`src/rtl/sys_cmd_pkg.sv`:
```
// Shared constants and types for the system command controller.
// Opcodes, FSM state encoding and operand register addresses.
package sys_cmd_pkg;

   localparam logic [7:0] OP_WR  = 8'hAA;
   localparam logic [7:0] OP_RD  = 8'hBB;
   localparam logic [7:0] OP_ALU = 8'hCC;
   localparam logic [7:0] OP_FN  = 8'hDD;
   localparam logic [7:0] OP_BRD = 8'hEE;

   localparam int RF_OPA = 0;
   localparam int RF_OPB = 1;

   typedef enum logic [3:0] {
      S_IDLE,
      S_WR_ADDR,
      S_WR_DATA,
      S_RD_ADDR,
      S_BRD_ADDR,
      S_BRD_CNT,
      S_RD_REQ,
      S_RD_WAIT,
      S_RD_PUSH,
      S_OP_A,
      S_OP_B,
      S_FUNC,
      S_ALU_WAIT,
      S_TX_RES
   } state_t;

endpackage

```
`src/rtl/sys_cmd_if.sv`:
```
// Bus bundle of the command controller: RX bytes, TX FIFO,
// register file and ALU handshakes.
interface sys_cmd_if #(
   parameter int DATA_WIDTH    = 8,
   parameter int ALU_OUT_WIDTH = 16,
   parameter int ADDR_WIDTH    = 4
);
   logic [DATA_WIDTH-1:0]    rx_data;
   logic                     rx_valid;
   logic                     fifo_full;
   logic [DATA_WIDTH-1:0]    wr_data;
   logic                     wr_inc;
   logic                     wr_en;
   logic                     rd_en;
   logic [ADDR_WIDTH-1:0]    addr;
   logic [DATA_WIDTH-1:0]    wr_d;
   logic [DATA_WIDTH-1:0]    rd_data;
   logic                     rd_data_valid;
   logic                     alu_en;
   logic [3:0]               alu_func;
   logic [ALU_OUT_WIDTH-1:0] alu_out;
   logic                     alu_valid;
   logic                     gate_en;
   logic                     err;

   modport slave (
      input  rx_data, rx_valid, fifo_full,
      input  rd_data, rd_data_valid,
      input  alu_out, alu_valid,
      output wr_data, wr_inc, wr_en, rd_en,
      output addr, wr_d, alu_en, alu_func,
      output gate_en, err
   );

   modport master (
      output rx_data, rx_valid, fifo_full,
      output rd_data, rd_data_valid,
      output alu_out, alu_valid,
      input  wr_data, wr_inc, wr_en, rd_en,
      input  addr, wr_d, alu_en, alu_func,
      input  gate_en, err
   );

endinterface

```
`src/rtl/sys_cmd_ser.sv`:
```
// Result serializer: holds the ALU result and emits it LSB byte
// first, advancing only when a byte is actually pushed.
module sys_cmd_ser #(
   parameter int DATA_WIDTH    = 8,
   parameter int ALU_OUT_WIDTH = 16
) (
   input  logic                     i_clk,
   input  logic                     i_rst_n,
   input  logic                     i_load,
   input  logic [ALU_OUT_WIDTH-1:0] i_din,
   input  logic                     i_en,
   input  logic                     i_full,
   output logic [DATA_WIDTH-1:0]    o_byte,
   output logic                     o_push,
   output logic                     o_last
);
   localparam int NB = ALU_OUT_WIDTH / DATA_WIDTH;
   localparam int IW = (NB > 1) ? $clog2(NB) : 1;

   logic [ALU_OUT_WIDTH-1:0] r_res;
   logic [IW-1:0]            r_idx;
   logic [ALU_OUT_WIDTH-1:0] w_sh;

   assign w_sh   = r_res >> (int'(r_idx) * DATA_WIDTH);
   assign o_byte = w_sh[DATA_WIDTH-1:0];
   assign o_push = i_en & ~i_full;
   assign o_last = (r_idx == IW'(NB - 1));

   // Capture result on load, step byte index on every push
   always_ff @(posedge i_clk or negedge i_rst_n) begin
      if (!i_rst_n) begin
         r_res <= '0;
         r_idx <= '0;
      end else if (i_load) begin
         r_res <= i_din;
         r_idx <= '0;
      end else if (o_push) begin
         r_idx <= o_last ? '0 : r_idx + IW'(1);
      end
   end

endmodule

```
`src/rtl/sys_cmd_ctrl.sv`:
```
// Byte-command controller: RF write/read/burst-read and ALU ops.
// Optional inter-byte timeout enabled by macro SYS_CMD_TIMEOUT_EN.
module sys_cmd_ctrl
   import sys_cmd_pkg::*;
#(
   parameter int DATA_WIDTH     = 8,
   parameter int ALU_OUT_WIDTH  = 16,
   parameter int ADDR_WIDTH     = 4,
   parameter int TIMEOUT_CYCLES = 1024
) (
   input  logic       i_clk,
   input  logic       i_rst_n,
   sys_cmd_if.slave   bus
);
   if (DATA_WIDTH < 8 || ALU_OUT_WIDTH % DATA_WIDTH != 0 ||
       TIMEOUT_CYCLES < 1) begin : g_bad_cfg
      $error("sys_cmd_ctrl: bad parameters");
   end

   state_t                r_state;
   state_t                w_nxt;
   logic [ADDR_WIDTH-1:0] r_addr;
   logic [DATA_WIDTH-1:0] r_cnt;
   logic [DATA_WIDTH-1:0] r_hold;
   logic [DATA_WIDTH-1:0] w_byte;
   logic                  w_push;
   logic                  w_last;
   logic                  w_ser_en;
   logic                  w_load;
   logic                  w_tmo_hit;

   assign w_ser_en = (r_state == S_TX_RES);
   assign w_load   = (r_state == S_ALU_WAIT) & bus.alu_valid;

   sys_cmd_ser #(
      .DATA_WIDTH    (DATA_WIDTH),
      .ALU_OUT_WIDTH (ALU_OUT_WIDTH)
   ) u_ser (
      .i_clk   (i_clk),
      .i_rst_n (i_rst_n),
      .i_load  (w_load),
      .i_din   (bus.alu_out),
      .i_en    (w_ser_en),
      .i_full  (bus.fifo_full),
      .o_byte  (w_byte),
      .o_push  (w_push),
      .o_last  (w_last)
   );

`ifdef SYS_CMD_TIMEOUT_EN
   localparam int TW = $clog2(TIMEOUT_CYCLES + 1);
   logic [TW-1:0] r_tmo;
   logic          w_wait_st;

   assign w_wait_st = r_state inside {S_WR_ADDR, S_WR_DATA,
                                      S_RD_ADDR, S_BRD_ADDR,
                                      S_BRD_CNT, S_OP_A,
                                      S_OP_B, S_FUNC};
   assign w_tmo_hit = w_wait_st & ~bus.rx_valid &
                      (r_tmo == TW'(TIMEOUT_CYCLES - 1));

   // Silence counter, restarted on state entry and on each byte
   always_ff @(posedge i_clk or negedge i_rst_n) begin
      if (!i_rst_n)
         r_tmo <= '0;
      else if (!w_wait_st || bus.rx_valid || w_nxt != r_state)
         r_tmo <= '0;
      else
         r_tmo <= r_tmo + TW'(1);
   end
`else
   assign w_tmo_hit = 1'b0;
`endif

   // State register
   always_ff @(posedge i_clk or negedge i_rst_n) begin
      if (!i_rst_n) r_state <= S_IDLE;
      else          r_state <= w_nxt;
   end

   // Address, read count and read-hold registers
   always_ff @(posedge i_clk or negedge i_rst_n) begin
      if (!i_rst_n) begin
         r_addr <= '0;
         r_cnt  <= '0;
         r_hold <= '0;
      end else begin
         unique case (r_state)
            S_WR_ADDR, S_BRD_ADDR: begin
               if (bus.rx_valid)
                  r_addr <= bus.rx_data[ADDR_WIDTH-1:0];
            end
            S_RD_ADDR: begin
               if (bus.rx_valid) begin
                  r_addr <= bus.rx_data[ADDR_WIDTH-1:0];
                  r_cnt  <= DATA_WIDTH'(1);
               end
            end
            S_BRD_CNT: begin
               if (bus.rx_valid) r_cnt <= bus.rx_data;
            end
            S_RD_WAIT: begin
               if (bus.rd_data_valid) r_hold <= bus.rd_data;
            end
            S_RD_PUSH: begin
               if (!bus.fifo_full) begin
                  r_cnt  <= r_cnt - DATA_WIDTH'(1);
                  r_addr <= r_addr + ADDR_WIDTH'(1);
               end
            end
            default: ;
         endcase
      end
   end

   // Next state and Mealy strobes
   always_comb begin
      w_nxt        = r_state;
      bus.wr_en    = 1'b0;
      bus.rd_en    = 1'b0;
      bus.addr     = '0;
      bus.wr_d     = '0;
      bus.alu_en   = 1'b0;
      bus.alu_func = '0;
      bus.wr_inc   = 1'b0;
      bus.wr_data  = '0;
      bus.gate_en  = 1'b0;
      bus.err      = 1'b0;
      unique case (r_state)
         S_IDLE: begin
            if (bus.rx_valid) begin
               unique case (1'b1)
                  bus.rx_data == DATA_WIDTH'(OP_WR):  w_nxt = S_WR_ADDR;
                  bus.rx_data == DATA_WIDTH'(OP_RD):  w_nxt = S_RD_ADDR;
                  bus.rx_data == DATA_WIDTH'(OP_BRD): w_nxt = S_BRD_ADDR;
                  bus.rx_data == DATA_WIDTH'(OP_ALU): w_nxt = S_OP_A;
                  bus.rx_data == DATA_WIDTH'(OP_FN):  w_nxt = S_FUNC;
                  default:                            bus.err = 1'b1;
               endcase
            end
         end
         S_WR_ADDR:  if (bus.rx_valid) w_nxt = S_WR_DATA;
         S_WR_DATA: begin
            if (bus.rx_valid) begin
               bus.wr_en = 1'b1;
               bus.addr  = r_addr;
               bus.wr_d  = bus.rx_data;
               w_nxt     = S_IDLE;
            end
         end
         S_RD_ADDR:  if (bus.rx_valid) w_nxt = S_RD_REQ;
         S_BRD_ADDR: if (bus.rx_valid) w_nxt = S_BRD_CNT;
         S_BRD_CNT: begin
            if (bus.rx_valid)
               w_nxt = (bus.rx_data == '0) ? S_IDLE : S_RD_REQ;
         end
         S_RD_REQ: begin
            bus.rd_en = 1'b1;
            bus.addr  = r_addr;
            w_nxt     = S_RD_WAIT;
         end
         S_RD_WAIT: if (bus.rd_data_valid) w_nxt = S_RD_PUSH;
         S_RD_PUSH: begin
            if (!bus.fifo_full) begin
               bus.wr_inc  = 1'b1;
               bus.wr_data = r_hold;
               w_nxt = (r_cnt == DATA_WIDTH'(1)) ? S_IDLE : S_RD_REQ;
            end
         end
         S_OP_A: begin
            if (bus.rx_valid) begin
               bus.wr_en = 1'b1;
               bus.addr  = ADDR_WIDTH'(RF_OPA);
               bus.wr_d  = bus.rx_data;
               w_nxt     = S_OP_B;
            end
         end
         S_OP_B: begin
            if (bus.rx_valid) begin
               bus.wr_en = 1'b1;
               bus.addr  = ADDR_WIDTH'(RF_OPB);
               bus.wr_d  = bus.rx_data;
               w_nxt     = S_FUNC;
            end
         end
         S_FUNC: begin
            bus.gate_en = 1'b1;
            if (bus.rx_valid) begin
               bus.alu_en   = 1'b1;
               bus.alu_func = bus.rx_data[3:0];
               w_nxt        = S_ALU_WAIT;
            end
         end
         S_ALU_WAIT: begin
            bus.gate_en = 1'b1;
            if (bus.alu_valid) w_nxt = S_TX_RES;
         end
         S_TX_RES: begin
            bus.wr_inc  = w_push;
            bus.wr_data = w_byte;
            if (w_push && w_last) w_nxt = S_IDLE;
         end
         default: w_nxt = S_IDLE;
      endcase
      if (w_tmo_hit) begin
         w_nxt   = S_IDLE;
         bus.err = 1'b1;
      end
   end

endmodule

```
`src/flat_wrapper.sv`:
```
// flat-port wrapper written by rule: the top's interface ports become plain ports
module sys_cmd_ctrl_flat import sys_cmd_pkg::*;
#(
   parameter int DATA_WIDTH     = 8,
   parameter int ALU_OUT_WIDTH  = 16,
   parameter int ADDR_WIDTH     = 4,
   parameter int TIMEOUT_CYCLES = 1024
)
  (i_clk, i_rst_n, bus_rx_data, bus_rx_valid, bus_fifo_full, bus_rd_data, bus_rd_data_valid, bus_alu_out, bus_alu_valid, bus_wr_data, bus_wr_inc, bus_wr_en, bus_rd_en, bus_addr, bus_wr_d, bus_alu_en, bus_alu_func, bus_gate_en, bus_err);
  sys_cmd_if #(.DATA_WIDTH(DATA_WIDTH), .ALU_OUT_WIDTH(ALU_OUT_WIDTH), .ADDR_WIDTH(ADDR_WIDTH)) bus_i ();
  input  logic i_clk;
  input  logic i_rst_n;
  input wire logic [$bits(bus_i.rx_data)-1:0] bus_rx_data;
  input wire logic [$bits(bus_i.rx_valid)-1:0] bus_rx_valid;
  input wire logic [$bits(bus_i.fifo_full)-1:0] bus_fifo_full;
  input wire logic [$bits(bus_i.rd_data)-1:0] bus_rd_data;
  input wire logic [$bits(bus_i.rd_data_valid)-1:0] bus_rd_data_valid;
  input wire logic [$bits(bus_i.alu_out)-1:0] bus_alu_out;
  input wire logic [$bits(bus_i.alu_valid)-1:0] bus_alu_valid;
  output wire logic [$bits(bus_i.wr_data)-1:0] bus_wr_data;
  output wire logic [$bits(bus_i.wr_inc)-1:0] bus_wr_inc;
  output wire logic [$bits(bus_i.wr_en)-1:0] bus_wr_en;
  output wire logic [$bits(bus_i.rd_en)-1:0] bus_rd_en;
  output wire logic [$bits(bus_i.addr)-1:0] bus_addr;
  output wire logic [$bits(bus_i.wr_d)-1:0] bus_wr_d;
  output wire logic [$bits(bus_i.alu_en)-1:0] bus_alu_en;
  output wire logic [$bits(bus_i.alu_func)-1:0] bus_alu_func;
  output wire logic [$bits(bus_i.gate_en)-1:0] bus_gate_en;
  output wire logic [$bits(bus_i.err)-1:0] bus_err;
  assign bus_i.rx_data = bus_rx_data;
  assign bus_i.rx_valid = bus_rx_valid;
  assign bus_i.fifo_full = bus_fifo_full;
  assign bus_i.rd_data = bus_rd_data;
  assign bus_i.rd_data_valid = bus_rd_data_valid;
  assign bus_i.alu_out = bus_alu_out;
  assign bus_i.alu_valid = bus_alu_valid;
  assign bus_wr_data = bus_i.wr_data;
  assign bus_wr_inc = bus_i.wr_inc;
  assign bus_wr_en = bus_i.wr_en;
  assign bus_rd_en = bus_i.rd_en;
  assign bus_addr = bus_i.addr;
  assign bus_wr_d = bus_i.wr_d;
  assign bus_alu_en = bus_i.alu_en;
  assign bus_alu_func = bus_i.alu_func;
  assign bus_gate_en = bus_i.gate_en;
  assign bus_err = bus_i.err;
  sys_cmd_ctrl #(.DATA_WIDTH(DATA_WIDTH), .ALU_OUT_WIDTH(ALU_OUT_WIDTH), .ADDR_WIDTH(ADDR_WIDTH), .TIMEOUT_CYCLES(TIMEOUT_CYCLES)) u_core (.i_clk(i_clk), .i_rst_n(i_rst_n), .bus(bus_i));
endmodule
```
`config.mk`:
```
export PLATFORM = sky130hd
export DESIGN_NAME = sys_cmd_ctrl_flat
export DESIGN_NICKNAME = d
export VERILOG_FILES = /design/src/rtl/sys_cmd_pkg.sv /design/src/rtl/sys_cmd_if.sv /design/src/rtl/sys_cmd_ser.sv /design/src/rtl/sys_cmd_ctrl.sv /design/src/flat_wrapper.sv
export SDC_FILE = /design/constraint.sdc
export NUM_CORES = 1
export LEC_CHECK = 0
export CAP_MARGIN = 0
export CELL_PAD_IN_SITES_DETAIL_PLACEMENT = 1
export CELL_PAD_IN_SITES_GLOBAL_PLACEMENT = 1
export CORE_MARGIN = 2
export CORE_UTILIZATION = 40
export DETAILED_ROUTE_END_ITERATION = 7
export PLACE_DENSITY = 0.91
export SKIP_LAST_GASP = 1
export SLEW_MARGIN = 20
export SYNTH_ARGS = -nofsm -noshare
export SYNTH_HDL_FRONTEND = slang
export SYNTH_HIERARCHICAL = 1
export SYNTH_SLANG_ARGS = --single-unit
```
`constraint.sdc`:
```
create_clock -name i_clk -period 7.6 [get_ports i_clk]
set_clock_uncertainty 0.2 [all_clocks]
set_input_delay 1.52 -clock i_clk [delete_from_list [all_inputs] [get_ports i_clk]]
set_output_delay 1.52 -clock i_clk [all_outputs]
set_load 0.03 [all_outputs]
```
* After elaboration in Yosys (flattened, before gate mapping)
Index checks and enable logic that the tools add are counted.
W data, S select, Z words.
** Storage, ports and cells
- Output and inout port bits :: 30
- Register bits after elaboration :: 41
- Bits of input ports :: 38
** Operators by class
- Shifts and indexed selects :: 1
- Multiplexer cells :: 46
- Eq/ne operators :: 34
- Bitwise logic cells :: 3
- Add/sub/neg operators :: 3
- Reduce and logical (&&, ||, !) cells :: 14
** Operator list (count)
- $mux W4 :: 18
- $pmux W4 S14 :: 1
- $mux W8 :: 6
- $eq A8 B8 Y1 const B :: 5
- $eq A4 B4 Y1 const B :: 6
- $ne A2 B2 Y1 const B :: 12
- $pmux W8 S3 :: 1
- $pmux W4 S5 :: 1
- $eq A4 B3 Y1 const B :: 4
- $pmux W8 S2 :: 1
- $shr A16 B4 Y8 :: 1
- $reduce_and A14 Y1 :: 1
- $mux W1 :: 13
- $pmux W4 S3 :: 1
- $eq A4 B2 Y1 const B :: 2
- $eq A8 B1 Y1 const B :: 1
- $logic_not A8 Y1 :: 1
- $pmux W4 S2 :: 1
- $sub A8 B1 Y8 const B :: 1
- $mux W3 :: 2
- $ne A6 B1 Y1 const B :: 1
- $reduce_or A3 Y1 :: 2
- $reduce_or A5 Y1 :: 1
- $add A4 B1 Y4 const B :: 1
- other kinds (14) :: 17

* Logic depth before layout (Yosys ltp)
Gate-level depths: netlist (run 1).
- Depth after elaboration :: 5
- Depth in mapped cells :: 8

* Modules after synthesis
Netlist (run 1), hierarchy kept.
** Modules (own cells, without submodules)
- sys_cmd_ctrl :: times used 1, area each 1808.0 sq um, cells an instance 213
- sys_cmd_ser :: times used 1, area each 819.5 sq um, cells an instance 48

* Worst setup path before layout (run 1)
Ideal clock, no wire load.
- Path type :: in2out
- Start :: input port bus_rx_valid
- End :: output port bus_wr_d[1]
- Slack :: 2.981 ns
- Stages :: 3
- Data arrival time :: 2.899 ns
- Buffers on the path :: 0
- Cell sequence :: inv_1 nor3_1 and2_1
** On the way
- Cells in the longest elaborated chain, start to end :: 2
** RTL lines
- start, declared :: RTL line flat_wrapper.sv:14 : input wire logic [$bits(bus_i.rx_valid)-1:0] bus_rx_valid;
- $mux W8 :: RTL line sys_cmd_ctrl.sv:144, sys_cmd_ctrl.sv:171, sys_cmd_ctrl.sv:179
- $mux W8
- end, declared :: RTL line flat_wrapper.sv:25 : output wire logic [$bits(bus_i.wr_d)-1:0] bus_wr_d;
Every way passes these cells.

* Worst setup path in the final report (run 1)
- Start :: input port bus_rx_valid
- End :: output port bus_wr_d[5]
The elaborated chain is that of the path after synthesis.

==> results.toml, run 1 <==
[critical_path]
critPathMaxFanout = 8
cp_data_required_time_ps = 5880
crit_path_start_kind = "input port"
r2r-start = "u_core/r_state[2]$_DFFE_PN0P_"
critical_path_class = "input port to output port"
rrSetupSlack_ps = 4430
critPathLaunch = "bus_rx_valid"
end_kind = "output port"
crit_path_end = "bus_wr_d[5]"
crit_chain = "clkdlybuf4s50_1 -> inv_1 -> nor3_1 -> and2_1 -> clkdlybuf4s50_1"
slowest_delay_ps = 670
cp_data_arrival_time_ps = 3740
worst_path_max_delay_cell = "clkdlybuf4s50_1"
ff2ff_path_depth = 7
reg2reg_to = "u_core/r_state[1]$_DFFE_PN0P_"
cpMostUsedCell = "clkdlybuf4s50_1"

[logic_synthesis]
synthFlopType = "dfrtp_1"
ys_ff_latch = 41
ys_seq_area_frac = 0.3905
async_reset_ff_frac = 1.000
netlist_area_um2 = 2628
synth_edf_count = 0
synth_cell_types = 55
syn_avg_cell_area_um2 = 10.07
netlist_instances = 261
syn-num-nets = 302
yosys_warnings = 6

[cts]
hold_buffers = 0
path_clk_slew_ps = 90
h-tree-depth = 2
cts_sinks = 41
cts-root-buf = "clkbuf_8"
cts_tree = "done"
cts_resized = 0
worstSkewPairLatency_ps = 300
clk_path_buf_depth = 2
post_cts_buffers = 0
cts_buffers = 5

[sta]
finalSetupViolCount = 0
hold_viol_final = 0
rsz0062_at_grt = "false"
slew-limit-headroom = 0.3777
fin_hold_ws_ps = 309.7
worstMarginPinSlew_ps = 933.5
fin_crit_sh = 0.7188
maxSlewViolCount = 0
tns_ps = 0
fmax_mhz = 183.1
period_minus_slack_ps = 5463

[routing]
vias_per_cell = 5.805
drc = 0
firstDrtPassIters = 4
wire_per_inst_um = 19.43
initialDrtViolationCount = 101
dr_total_vias = 2322
ant_nets = 0
drt_wl_total_mm = 7.773

[pwr]
leakagePower_uw = 0.001401
power_density_nw_per_um2 = 337.2
vdd.ir_drop.worst_mv = 0.1703

[outcome]
status = "complete, no violations"

[placed_design]
dp_hpwl_mm = 5.776
gp_congestion = 0.7982
portBuffers = 67

[grt]
grt_usage = 0.2209
antenna_found_initial = 0
grt_pass1_wl_mm = 12.93
overflow = 0
grt_pass1_vias = 2544
grt_max_degree = 42

[floorplan]
die_height_um = 85.05
die_area_um2 = 7234
fp-row-count = 29
start_util = 0.4138
ios = 68
fp.coreArea_um2 = 6350
dieWidth_um = 85.05

[job]
drv_cap = 0

[hold_path]
min_path_type = "flop to flop"

[layout]
diodes = 0
layout_commonest_cell = "clkdlybuf4s50_1"
nNetsFinal = 363
fill_cells = 693
area_delta_synth_final_pct = 30.19
drive_gt1_frac = 0.1641
final_cell_mix = "clkdlybuf4s50_1, dfrtp_1, mux2_2"
[metrics by stage]
step	setup WS [ps]	utilization	instance area [um2]	cells	power, uW
3_5_place_dp	2140	0.5188	3294	392	960.4
3_3_place_gp	2214	0.5188	3294	392	931.3
2_1_floorplan	2981	-	2628	261	797.6
5_1_grt	1996	0.5387	3421	400	1229
6_report	2137	0.5387	3421	400	1154
4_1_cts	2145	0.5369	3410	400	1152
[critical path: cells and delay by family]
family / cells / cell delay, ps
buffers and inverters: 3 / 1440
and+or+nand+nor: 2 / 780
[sequential cells by signal, indices dropped and copies added (netlist names)]
register             flops
u_core/u_ser/r_res      16
u_core/r_cnt             8
u_core/r_hold            8
u_core/r_addr            4
u_core/r_state           4
u_core/u_ser/o_last      1
[cells by family after synthesis]
kind of cell / Yosys count / synth area share
flip-flops: 41 / 0.3905
XOR/XNOR: 1 / 0.003334
buffers and inverters: 23 / 0.05286
adder cells (fa/ha/maj): 3 / 0.01429
AO/OA/AOI/OAI: 68 / 0.1738
AND/OR/NAND/NOR: 88 / 0.1905
multiplexers: 37 / 0.1748
[cells in the mapped netlist (2+ instances only)]
cell / n / share of area
dfrtp_1: 41 / 0.39
mux2_2: 23 / 0.099
nor2_1: 20 / 0.029
o21ai_0: 17 / 0.032
and2_1: 15 / 0.036
a21oi_1: 12 / 0.023
mux2_4: 12 / 0.069
nand2_1: 11 / 0.016
a22o_1: 9 / 0.030
inv_1: 9 / 0.013
nor3_1: 9 / 0.017
a22oi_1: 6 / 0.017
a31oi_1: 5 / 0.012
clkbuf_1: 5 / 0.0071
nand3_1: 5 / 0.0095
and3_1: 4 / 0.0095
buf_2: 4 / 0.0076
ha_1: 3 / 0.014
a21boi_0: 2 / 0.0057
a21o_1: 2 / 0.0057
a221oi_1: 2 / 0.0067
buf_12: 2 / 0.015
buf_6: 2 / 0.0086
mux2i_1: 2 / 0.0076
nand4_1: 2 / 0.0048
nor2b_1: 2 / 0.0048
nor3b_1: 2 / 0.0057
nor4_1: 2 / 0.0048
o21ai_1: 2 / 0.0038
o221ai_1: 2 / 0.0067
o31ai_1: 2 / 0.0057
or4b_1: 2 / 0.0076
[metal layers]
metal,track usage,wire length [um]
met1,0.2826,3455
met2,0.3849,3960
met3,0.03891,265
met4,0.05772,92
met5,0,0
[power by group]
group / switching (uW) / internal [uW] / total, uW
registers: 115 / 308 / 423
clock network: 82.7 / 98.3 / 181
logic: 289 / 260 / 549
[how the worst min path moves through the flow]
stage | start | to | slack (ps) | cells after the start
after floorplan | u_core/r_cnt[7]$_DFFE_PN0P_ | u_core/r_cnt[7]$_DFFE_PN0P_ | 270 | 2
after global placement | u_core/u_ser/r_res[7]$_DFFE_PN0P_ | u_core/u_ser/r_res[7]$_DFFE_PN0P_ | 290 | 1
after detailed placement | u_core/u_ser/r_res[10]$_DFFE_PN0P_ | u_core/u_ser/r_res[10]$_DFFE_PN0P_ | 290 | 1
after CTS | u_core/u_ser/r_res[2]$_DFFE_PN0P_ | u_core/u_ser/r_res[2]$_DFFE_PN0P_ | 320 | 1
after global routing | u_core/u_ser/r_res[2]$_DFFE_PN0P_ | u_core/u_ser/r_res[2]$_DFFE_PN0P_ | 330 | 1
final | u_core/u_ser/r_res[6]$_DFFE_PN0P_ | u_core/u_ser/r_res[6]$_DFFE_PN0P_ | 310 | 1
[cell type report]
type | count | area [um2] | share of cell area
multi-input cells | 197 | 1476 | 0.4316
flip-flops and latches | 41 | 1026 | 0.2999
inverters | 9 | 33.78 | 0.009876
clock buffers | 5 | 68.82 | 0.02012
well taps | 77 | 96.34 | 0.02816
repair buffers | 68 | 673.1 | 0.1968
clock inverters | 3 | 46.29 | 0.01353
Power figures use the tool's default switching activity.
==> run 2: changes to the inputs <==
--- a/config.mk
+++ b/config.mk
@@ -9,9 +9,9 @@
 export CELL_PAD_IN_SITES_DETAIL_PLACEMENT = 1
 export CELL_PAD_IN_SITES_GLOBAL_PLACEMENT = 1
 export CORE_MARGIN = 2
-export CORE_UTILIZATION = 40
+export CORE_UTILIZATION = 37
 export DETAILED_ROUTE_END_ITERATION = 7
-export PLACE_DENSITY = 0.91
+export PLACE_DENSITY = 0.86
 export SKIP_LAST_GASP = 1
 export SLEW_MARGIN = 20
 export SYNTH_ARGS = -nofsm -noshare
==> constraint.sdc (replaced) <==
create_clock -name i_clk -period 5.55 [get_ports i_clk]
set_clock_uncertainty 0.2 [all_clocks]
set_input_delay 1.11 -clock i_clk [delete_from_list [all_inputs] [get_ports i_clk]]
set_output_delay 1.11 -clock i_clk [all_outputs]
set_load 0.03 [all_outputs]
==> run 2 against run 1 <==
Against the previous run:
- global-route usage decreased by 1.1 points
- critical path depth unchanged
- clock power increased by 12%
- combinational power increased by 41%
- worst hold slack improved by 5.0 ps
==> results.toml, run 2 (synthesized netlist as in run 1, its figures left out) <==
[floorplan]
die_height_um = 88.27
fp.coreArea_um2 = 6832
start_util = 0.3846
fp-row-count = 30
die_area_um2 = 7792
ios = 68
dieWidth_um = 88.27

[layout]
top_register = "u_core/u_ser/r_res"
top_regs = "u_core/u_ser/r_res (16), u_core/r_cnt (8), u_core/r_hold (8)"
diodes = 0
final_cells = 419
fill_cells = 770
final_cell_mix = "clkdlybuf4s50_1, dfrtp_1, mux2_2"
layout_commonest_cell = "clkdlybuf4s50_1"
drive_gt1_frac = 0.1641
area_delta_synth_final_pct = 30.43
largest_register_ffs = 16
nNetsFinal = 364

[cts]
hold_buffers = 0
worstSkewPairLatency_ps = 290
path_clk_slew_ps = 80
cts_tree = "done"
post_cts_buffers = 0
cts_resized = 0
h-tree-depth = 2
clk_path_buf_depth = 2
cts_buffers = 5
cts-root-buf = "clkbuf_8"
cts_sinks = 41

[routing]
drt_wl_total_mm = 7.992
firstDrtPassIters = 4
initialDrtViolationCount = 96
drc = 0
ant_nets = 0
wire_per_inst_um = 19.07
dr_total_vias = 2376
vias_per_cell = 5.671

[critical_path]
critical_path_class = "input port to output port"
cp_num_buf_inv = 3
path_delay_family = "buffers and inverters"
cp_data_arrival_time_ps = 3440
crit_path_start_kind = "input port"
slowest_delay_ps = 690
end_kind = "output port"
cpMostUsedCell = "clkdlybuf4s50_1"
worst_path_max_delay_cell = "clkdlybuf4s50_1"
crit_chain = "clkdlybuf4s50_1 -> inv_1 -> nor3_1 -> and2_1 -> clkdlybuf4s50_1"
critPathMaxFanout = 8
cp_data_required_time_ps = 4240

[grt]
grt_pass1_wl_mm = 12.68
grt_usage = 0.2099
overflow = 0
grt_max_degree = 42
grt_pass1_vias = 2479
antenna_found_initial = 0

[pwr]
sequentialPowerShare = 0.365
netSwitchingPower_uw = 658.9
power_density_nw_per_um2 = 449.4
leakagePower_uw = 0.001395
intPower_uw = 881.0
p_sw_frac = 0.4279
vdd.ir_drop.worst_mv = 0.1681
p_clk_frac = 0.132
comb_power_share = 0.503

[sta]
fin_hold_ws_ps = 314.6
finalSetupViolCount = 0
worstMarginPinSlew_ps = 931.3
fmax_mhz = 210.5
rsz0062_at_grt = "false"
hold_viol_final = 0
slew-limit-headroom = 0.3791
fin_crit_sh = 0.8558
tns_ps = 0
period_minus_slack_ps = 4750
maxSlewViolCount = 0

[placed_design]
portBuffers = 67
dp_hpwl_mm = 5.750
gp_congestion = 0.8514
dp.cells = 412

[hold_path]
min_path_type = "flop to flop"

[job]
drv_cap = 0

[outcome]
status = "complete, no violations"
## run 2: cell types whose count changed in the layout (fill, tap and decap cells not counted)
cell	change
clkinv_4	-1
clkbuf_8	+1
bufinv_16	-1
buf_4	+1
## run 2: final timing paths
path | startpoint | to | slack, ps | cells after the start
max | bus_rx_valid | bus_wr_d[1] | 800 | 5
min reg2reg | u_core/u_ser/r_res[4]$_DFFE_PN0P_ | u_core/u_ser/r_res[4]$_DFFE_PN0P_ | 310 | 1
min in group asynchronous | i_rst_n | u_core/r_hold[5]$_DFFE_PN0P_ | 750 | 1
max in group asynchronous | i_rst_n | u_core/u_ser/r_res[0]$_DFFE_PN0P_ | 3810 | 1
min | u_core/u_ser/r_res[4]$_DFFE_PN0P_ | u_core/u_ser/r_res[4]$_DFFE_PN0P_ | 310 | 1
max reg2reg | u_core/r_state[0]$_DFFE_PN0P_ | u_core/r_state[1]$_DFFE_PN0P_ | 2410 | 7
## run 2: metrics by stage
stage | total power [uW] | area [um2] | worst slack (ps) | utilization
finish | 1540 | 3427 | 800.1 | 0.5016
global route | 1650 | 3427 | 647.6 | 0.5016
CTS | 1539 | 3416 | 793.4 | 0.5000
detailed placement | 1323 | 3326 | 801.3 | 0.4868
global placement | 1285 | 3326 | 859.4 | 0.4868
floorplan | 1092 | 2628 | 1751 | -
## run 2: area by class of cell
type,instances,area (um2),area share
clock buffers,6,82.58,0.02410
clock inverters,1,7.507,0.002191
inverters,9,33.78,0.009858
multi-input cells,197,1476,0.4308
flip-flops and latches,41,1026,0.2994
well taps,96,120.1,0.03505
repair buffers,69,680.7,0.1986
## run 2: power groups by stage
stage                     logic [uW]  registers, uW  clock network [uW]
after CTS                        769            558                 212
after global placement           734            551                   0
after detailed placement         761            562                   0
after global routing             844            581                 225
final                            774            563                 203
after floorplan                  599            494                   0
## run 2: worst reg2reg max path: cells and delay by family (launching register included)
kind,cells,cell delay (ps)
muxes,1,300
and+or+nand+nor,4,1030
buffers and inverters,1,270
AOI/OAI and AO/OA,1,570
DFF,1,650
## run 2: routing by layer
layer  global-route usage  part of all wire  wire length (um)  up-vias
met5                    0                 0                 0        -
met4              0.06198             0.014               108        0
met3              0.03918             0.034               272        8
met2               0.3486              0.51              4097       51
met1               0.2802              0.44              3515     1221
li1                     -                 -                 -     1096
==> run 3: changes to the inputs <==
--- a/config.mk
+++ b/config.mk
@@ -5,7 +5,7 @@
 export SDC_FILE = /design/constraint.sdc
 export NUM_CORES = 1
 export LEC_CHECK = 0
-export CAP_MARGIN = 0
+export CAP_MARGIN = 10
 export CELL_PAD_IN_SITES_DETAIL_PLACEMENT = 1
 export CELL_PAD_IN_SITES_GLOBAL_PLACEMENT = 1
 export CORE_MARGIN = 2
==> results of run 3 <==
The final DEF is identical to that of run 2; final timing and power are the same.
==> variant 1: new RTL, settings of run 3 <==
`ALU_OUT_WIDTH` is set to 16 in 4 places; all go to 8.
--- a/src/rtl/sys_cmd_if.sv
+++ b/src/rtl/sys_cmd_if.sv
@@ -2,7 +2,7 @@
 // register file and ALU handshakes.
 interface sys_cmd_if #(
    parameter int DATA_WIDTH    = 8,
-   parameter int ALU_OUT_WIDTH = 16,
+   parameter int ALU_OUT_WIDTH = 8,
    parameter int ADDR_WIDTH    = 4
 );
    logic [DATA_WIDTH-1:0]    rx_data;
--- a/src/rtl/sys_cmd_ser.sv
+++ b/src/rtl/sys_cmd_ser.sv
@@ -2,7 +2,7 @@
 // first, advancing only when a byte is actually pushed.
 module sys_cmd_ser #(
    parameter int DATA_WIDTH    = 8,
-   parameter int ALU_OUT_WIDTH = 16
+   parameter int ALU_OUT_WIDTH = 8
 ) (
    input  logic                     i_clk,
    input  logic                     i_rst_n,
--- a/src/rtl/sys_cmd_ctrl.sv
+++ b/src/rtl/sys_cmd_ctrl.sv
@@ -4,7 +4,7 @@
    import sys_cmd_pkg::*;
 #(
    parameter int DATA_WIDTH     = 8,
-   parameter int ALU_OUT_WIDTH  = 16,
+   parameter int ALU_OUT_WIDTH  = 8,
    parameter int ADDR_WIDTH     = 4,
    parameter int TIMEOUT_CYCLES = 1024
 ) (
--- a/src/flat_wrapper.sv
+++ b/src/flat_wrapper.sv
@@ -2,7 +2,7 @@
 module sys_cmd_ctrl_flat import sys_cmd_pkg::*;
 #(
    parameter int DATA_WIDTH     = 8,
-   parameter int ALU_OUT_WIDTH  = 16,
+   parameter int ALU_OUT_WIDTH  = 8,
    parameter int ADDR_WIDTH     = 4,
    parameter int TIMEOUT_CYCLES = 1024
 )
Interface: changed (resized bus_alu_out); port bits go from 68 to 60. No check against the original RTL was run, so the function may have changed too.
==> variant 1 against run 3 <==
  * Highest routed layer unchanged
  * Utilization rose by 1.7 points
  * Synthesized area is 18% lower
  * Final area fell by 16%
  * Critical path depth stayed put
  * Largest power group unchanged
  * Sequential power fell by 22%
  * Critical endpoint unchanged
  * Power is 13% lower
  * Wire length is 17% lower
  * Sequential cell count fell by 9
  * Count of clock-buffer cells in the layout up 2
  * Setup slack better by 110 ps
==> variant 1: results (changes against run 3) <==
dpl hpwl = 4.83 mm (was 5.75 mm)
run status = complete, no violations (unchanged)
Area contributors post-synth = dfrtp_1, mux2_4, and2_1, mux2_2, o21ai_0 (was dfrtp_1, mux2_2, mux2_4, and2_1, o21ai_0)
met1 global-route usage = 26.6% (was 28.0%)
met2 global-route usage = 39.4% (was 34.9%)
Total GRT Usage = 22.0% (was 21.0%)
FF+latch count = 32 (was 41)
Power Clock = 0.000187 W (was 0.000203 W)
layout filler cell count = 658 (was 770)
register area share after synthesis = 37.1% (was 39.0%)
CLK BUF = 8 (was 6)
multi-input combinational area share = 43.4% (was 43.1%)
vias in the first global route = 2,218 (was 2,479)
largest net degree at the start of global routing = 33 (was 42)
worst r2r path cells = 8 (was 7)
Port Buffer Count = 59 (was 67)
VDD IR max = 0.000182 V (was 0.000168 V)
metal2 WL = 3.34 mm (was 4.10 mm)
hold endpoint = u_core/r_hold[7] (was u_core/u_ser/r_res[4])
CP arrival = 3330 ps (was 3440 ps)
Multi-In Gates = 179 (was 197)
Comb pwr share = 53.4% (was 50.3%)
Worst-Margin Slew = 955 ps (was 931 ps)
buffering overhead = 21.5% (was 19.9%)
Pint = 0.000752 W (was 0.000881 W)
list of most frequent post-synthesis cells = dfrtp_1, nor2_1, o21ai_0 (was dfrtp_1, mux2_2, nor2_1)
Global Route met3 Usage = 4.38% (was 3.92%)
drt wl/cell = 18.2 um (was 19.1 um)
Seq area share = 27.7% (was 29.9%)
## variant 1: worst max path at each step
stage	end	slack [ps]	cells past startpoint
floorplan	bus_wr_d[1]	1750	3
global route	bus_wr_d[1]	730	5
finish	bus_wr_d[1]	910	5
global placement	bus_wr_d[5]	1050	5
CTS	bus_wr_d[1]	910	5
detailed placement	bus_wr_d[1]	920	5
## variant 1: kinds of logic (layout without fill, tap and decap cells)
kind of cell               Yosys count  count (layout)  synth area share [%]
and+or+nand+nor                     86              86                  22.4
other                                1               1                 0.174
DFF                                 32              32                  37.1
AOI/OAI and AO/OA                   68              68                  21.2
xor gates and xnor gates             1               1                 0.406
buffers and inverters               22              80                  4.93
adders and majority gates            3               3                  1.74
muxes                               20              20                  12.1
## variant 1: stage by stage
step	setup WS [ps]	instance area, sq um	cells	util, %	hold slack [ps]
final	913	2890	363	51.9	312
after global routing	729	2890	363	51.9	335
after CTS	914	2890	363	51.8	312
after detailed placement	918	2800	355	50.1	295
after global placement	1050	2800	355	50.1	289
after floorplan	1750	2160	233	-	270
==> variant 2: new RTL, config.mk and constraints of run 3 <==
Without the edit above. The option `SYS_CMD_TIMEOUT_EN` is turned on by a define.
--- a/src/rtl/sys_cmd_ctrl.sv
+++ b/src/rtl/sys_cmd_ctrl.sv
@@ -1,5 +1,7 @@
 // Byte-command controller: RF write/read/burst-read and ALU ops.
 // Optional inter-byte timeout enabled by macro SYS_CMD_TIMEOUT_EN.
+`define SYS_CMD_TIMEOUT_EN
+
 module sys_cmd_ctrl
    import sys_cmd_pkg::*;
 #(
Function: same outputs for any inputs over 10 cycles, from zero or initial values and one cycle with i_rst_n low; that may be too few to reach the edited logic, so the function may still have changed.
==> variant 2 against run 3 <==
  * Setup slack improved by 73 ps
  * Sequential cell count up 11
  * Non-clock buffer count did not move
  * Synthesized area up 24%
  * Wire length grew 6.1%
  * First-iteration DRC count is 11% higher
  * Power down 19%
  * Final area increased by 18%
==> variant 2: results (changes against run 3) <==
Syn Area/Cell = 10.2 sq um (was 10.1 sq um)
placer congestion estimate = 0.888 (was 0.851)
Total Wirelength = 8.48 mm (was 7.99 mm)
Final Max Slew Viols = 0 (unchanged)
mux share of post-synthesis cell area = 13.0% (was 17.5%)
Total GRT Usage = 18.4% (was 21.0%)
Mapped Nets = 361 (was 302)
pre-CTS setup slack = 968 ps (was 801 ps)
largest net degree at the start of global routing = 53 (was 42)
clk slew on worst S/H paths = 100 ps (was 80 ps)
Antenna diodes = 0 (unchanged)
final hold slack = 290 ps (was 315 ps)
switch share = 38.8% (was 42.8%)
VDD IR max = 0.000158 V (was 0.000168 V)
clock latency on the worst-skew pair = 310 ps (was 290 ps)
drt drc = 0 (unchanged)
placed instance count = 479 (was 412)
layout net count = 421 (was 364)
Worst slew margin = 31.5% (was 37.9%)
dpl hpwl = 6.24 mm (was 5.75 mm)
Hold Startpoint = u_core/r_tmo[0] (was u_core/u_ser/r_res[4])
PnR worst setup slack = 873 ps (was 800 ps)
Post-Synth XOR/XNOR Area = 2.68% (was 0.333%)
Leak = 1.71 nW (was 1.40 nW)
hold endpoint = u_core/r_tmo[0] (was u_core/u_ser/r_res[4])
placed instance area = 3930 sq um (was 3330 sq um)
area share of fa/ha/maj cells after synthesis = 1.53% (was 1.43%)
CP max stage delay = 790 ps (was 690 ps)
Post-CTS Setup Bufs = 0 (unchanged)
post-synthesis compound-gate area fraction = 15.8% (was 17.4%)
reg2reg setup slack = 2430 ps (was 2410 ps)
initial antenna violation count = 0 (unchanged)
Regs by FF count = u_core/u_ser/r_res: 16 flops, u_core/r_tmo: 11 flops (was u_core/u_ser/r_res: 16 flops, u_core/r_cnt: 8 flops, u_core/r_hold: 8 flops)
share of post-route cells with drive strength above 1 = 15.5% (was 16.4%)
list of most frequent post-synthesis cells = dfrtp_1, nor2_1, mux2_2 (was dfrtp_1, mux2_2, nor2_1)
worst r2r path cells = 6 (was 7)
layout filler cell count = 994 (was 770)
CP delay by family, top = simple AND/OR/NAND/NOR gates (was buffers and inverters)
Area contributors post-synth = dfrtp_1, mux2_2, mux2_4, and2_1, nor2_1 (was dfrtp_1, mux2_2, mux2_4, and2_1, o21ai_0)
CP max FO = 21 (was 8)
synth unique cells = 63 (was 55)
maximum root-to-sink buffer count = 2 (unchanged)
Worst Hold Class = reg2reg (unchanged)
vias in the first global route = 2,955 (was 2,479)
CP arrival = 3370 ps (was 3440 ps)
register area share after synthesis = 39.8% (was 39.0%)
global-route wire length before repair = 14.5 mm (was 12.7 mm)
CP max-delay cell = dfrtp_1 (was clkdlybuf4s50_1)
run status = complete, no violations (unchanged)
Crit Reg-Reg Startpoint = u_core/r_state[2] (was u_core/r_state[0])
vias after detailed routing = 2,743 (was 2,376)
Hold Crit Depth = 1 (unchanged)
Iter 0 DRT Violations = 107 (was 96)
Post-synth EDFFs = 0 (unchanged)
drt wl/cell = 17.4 um (was 19.1 um)
worst flop-to-flop path endpoint = u_core/r_state[2] (was u_core/r_state[1])
[variant 2: cell types whose count changed after synthesis, sizes merged, moves of 4 or more]
cell,run 3,this run
dfrtp,41,52
nor2,22,30
xor2,0,8
buf,9,13
nand2b,1,5
nand4,2,6
nor2b,2,6
[variant 2: worst max path at each step]
stage / start / endpoint / cells past startpoint
5_1_grt: u_core/r_state[2] / bus_wr_inc / 5
3_5_place_dp: bus_rx_data[1] / bus_err / 6
3_3_place_gp: bus_rx_data[1] / bus_err / 6
4_1_cts: u_core/r_state[2] / bus_wr_inc / 5
2_1_floorplan: bus_rx_valid / bus_wr_d[0] / 3
6_report: u_core/r_state[2] / bus_wr_inc / 5
[variant 2: layout make-up]
| cell class | instances | area [sq um] | area share (%) |
|---|---|---|---|
| Clock inverter | 3 | 22.5 | 0.558 |
| Multi-Input combinational cell | 241 | 1790 | 44.3 |
| Inverter | 10 | 37.5 | 0.931 |
| Sequential cell | 52 | 1300 | 32.3 |
| Timing Repair Buffer | 69 | 681 | 16.9 |
| Tap cell | 108 | 135 | 3.35 |
| Clock buffer | 5 | 68.8 | 1.71 |
[variant 2: layer usage]
| metal | track usage [%] | up-vias | wire length (um) |
|---|---|---|---|
| met5 | 0 | - | 0 |
| met4 | 5.24 | 0 | 101 |
| met3 | 4.01 | 8 | 379 |
| met2 | 31.8 | 56 | 4360 |
| met1 | 23.2 | 1392 | 3640 |
| li1 | - | 1287 | - |
[variant 2: power groups by stage]
stage / Sequential, W / Combinational [W] / Clock [W]
6_report: 0.000559 / 0.000466 / 0.000225
5_1_grt: 0.000576 / 0.000518 / 0.000252
4_1_cts: 0.000560 / 0.000467 / 0.000236
3_5_place_dp: 0.000568 / 0.000464 / 0
3_3_place_gp: 0.000562 / 0.000446 / 0
2_1_floorplan: 0.000504 / 0.000384 / 0
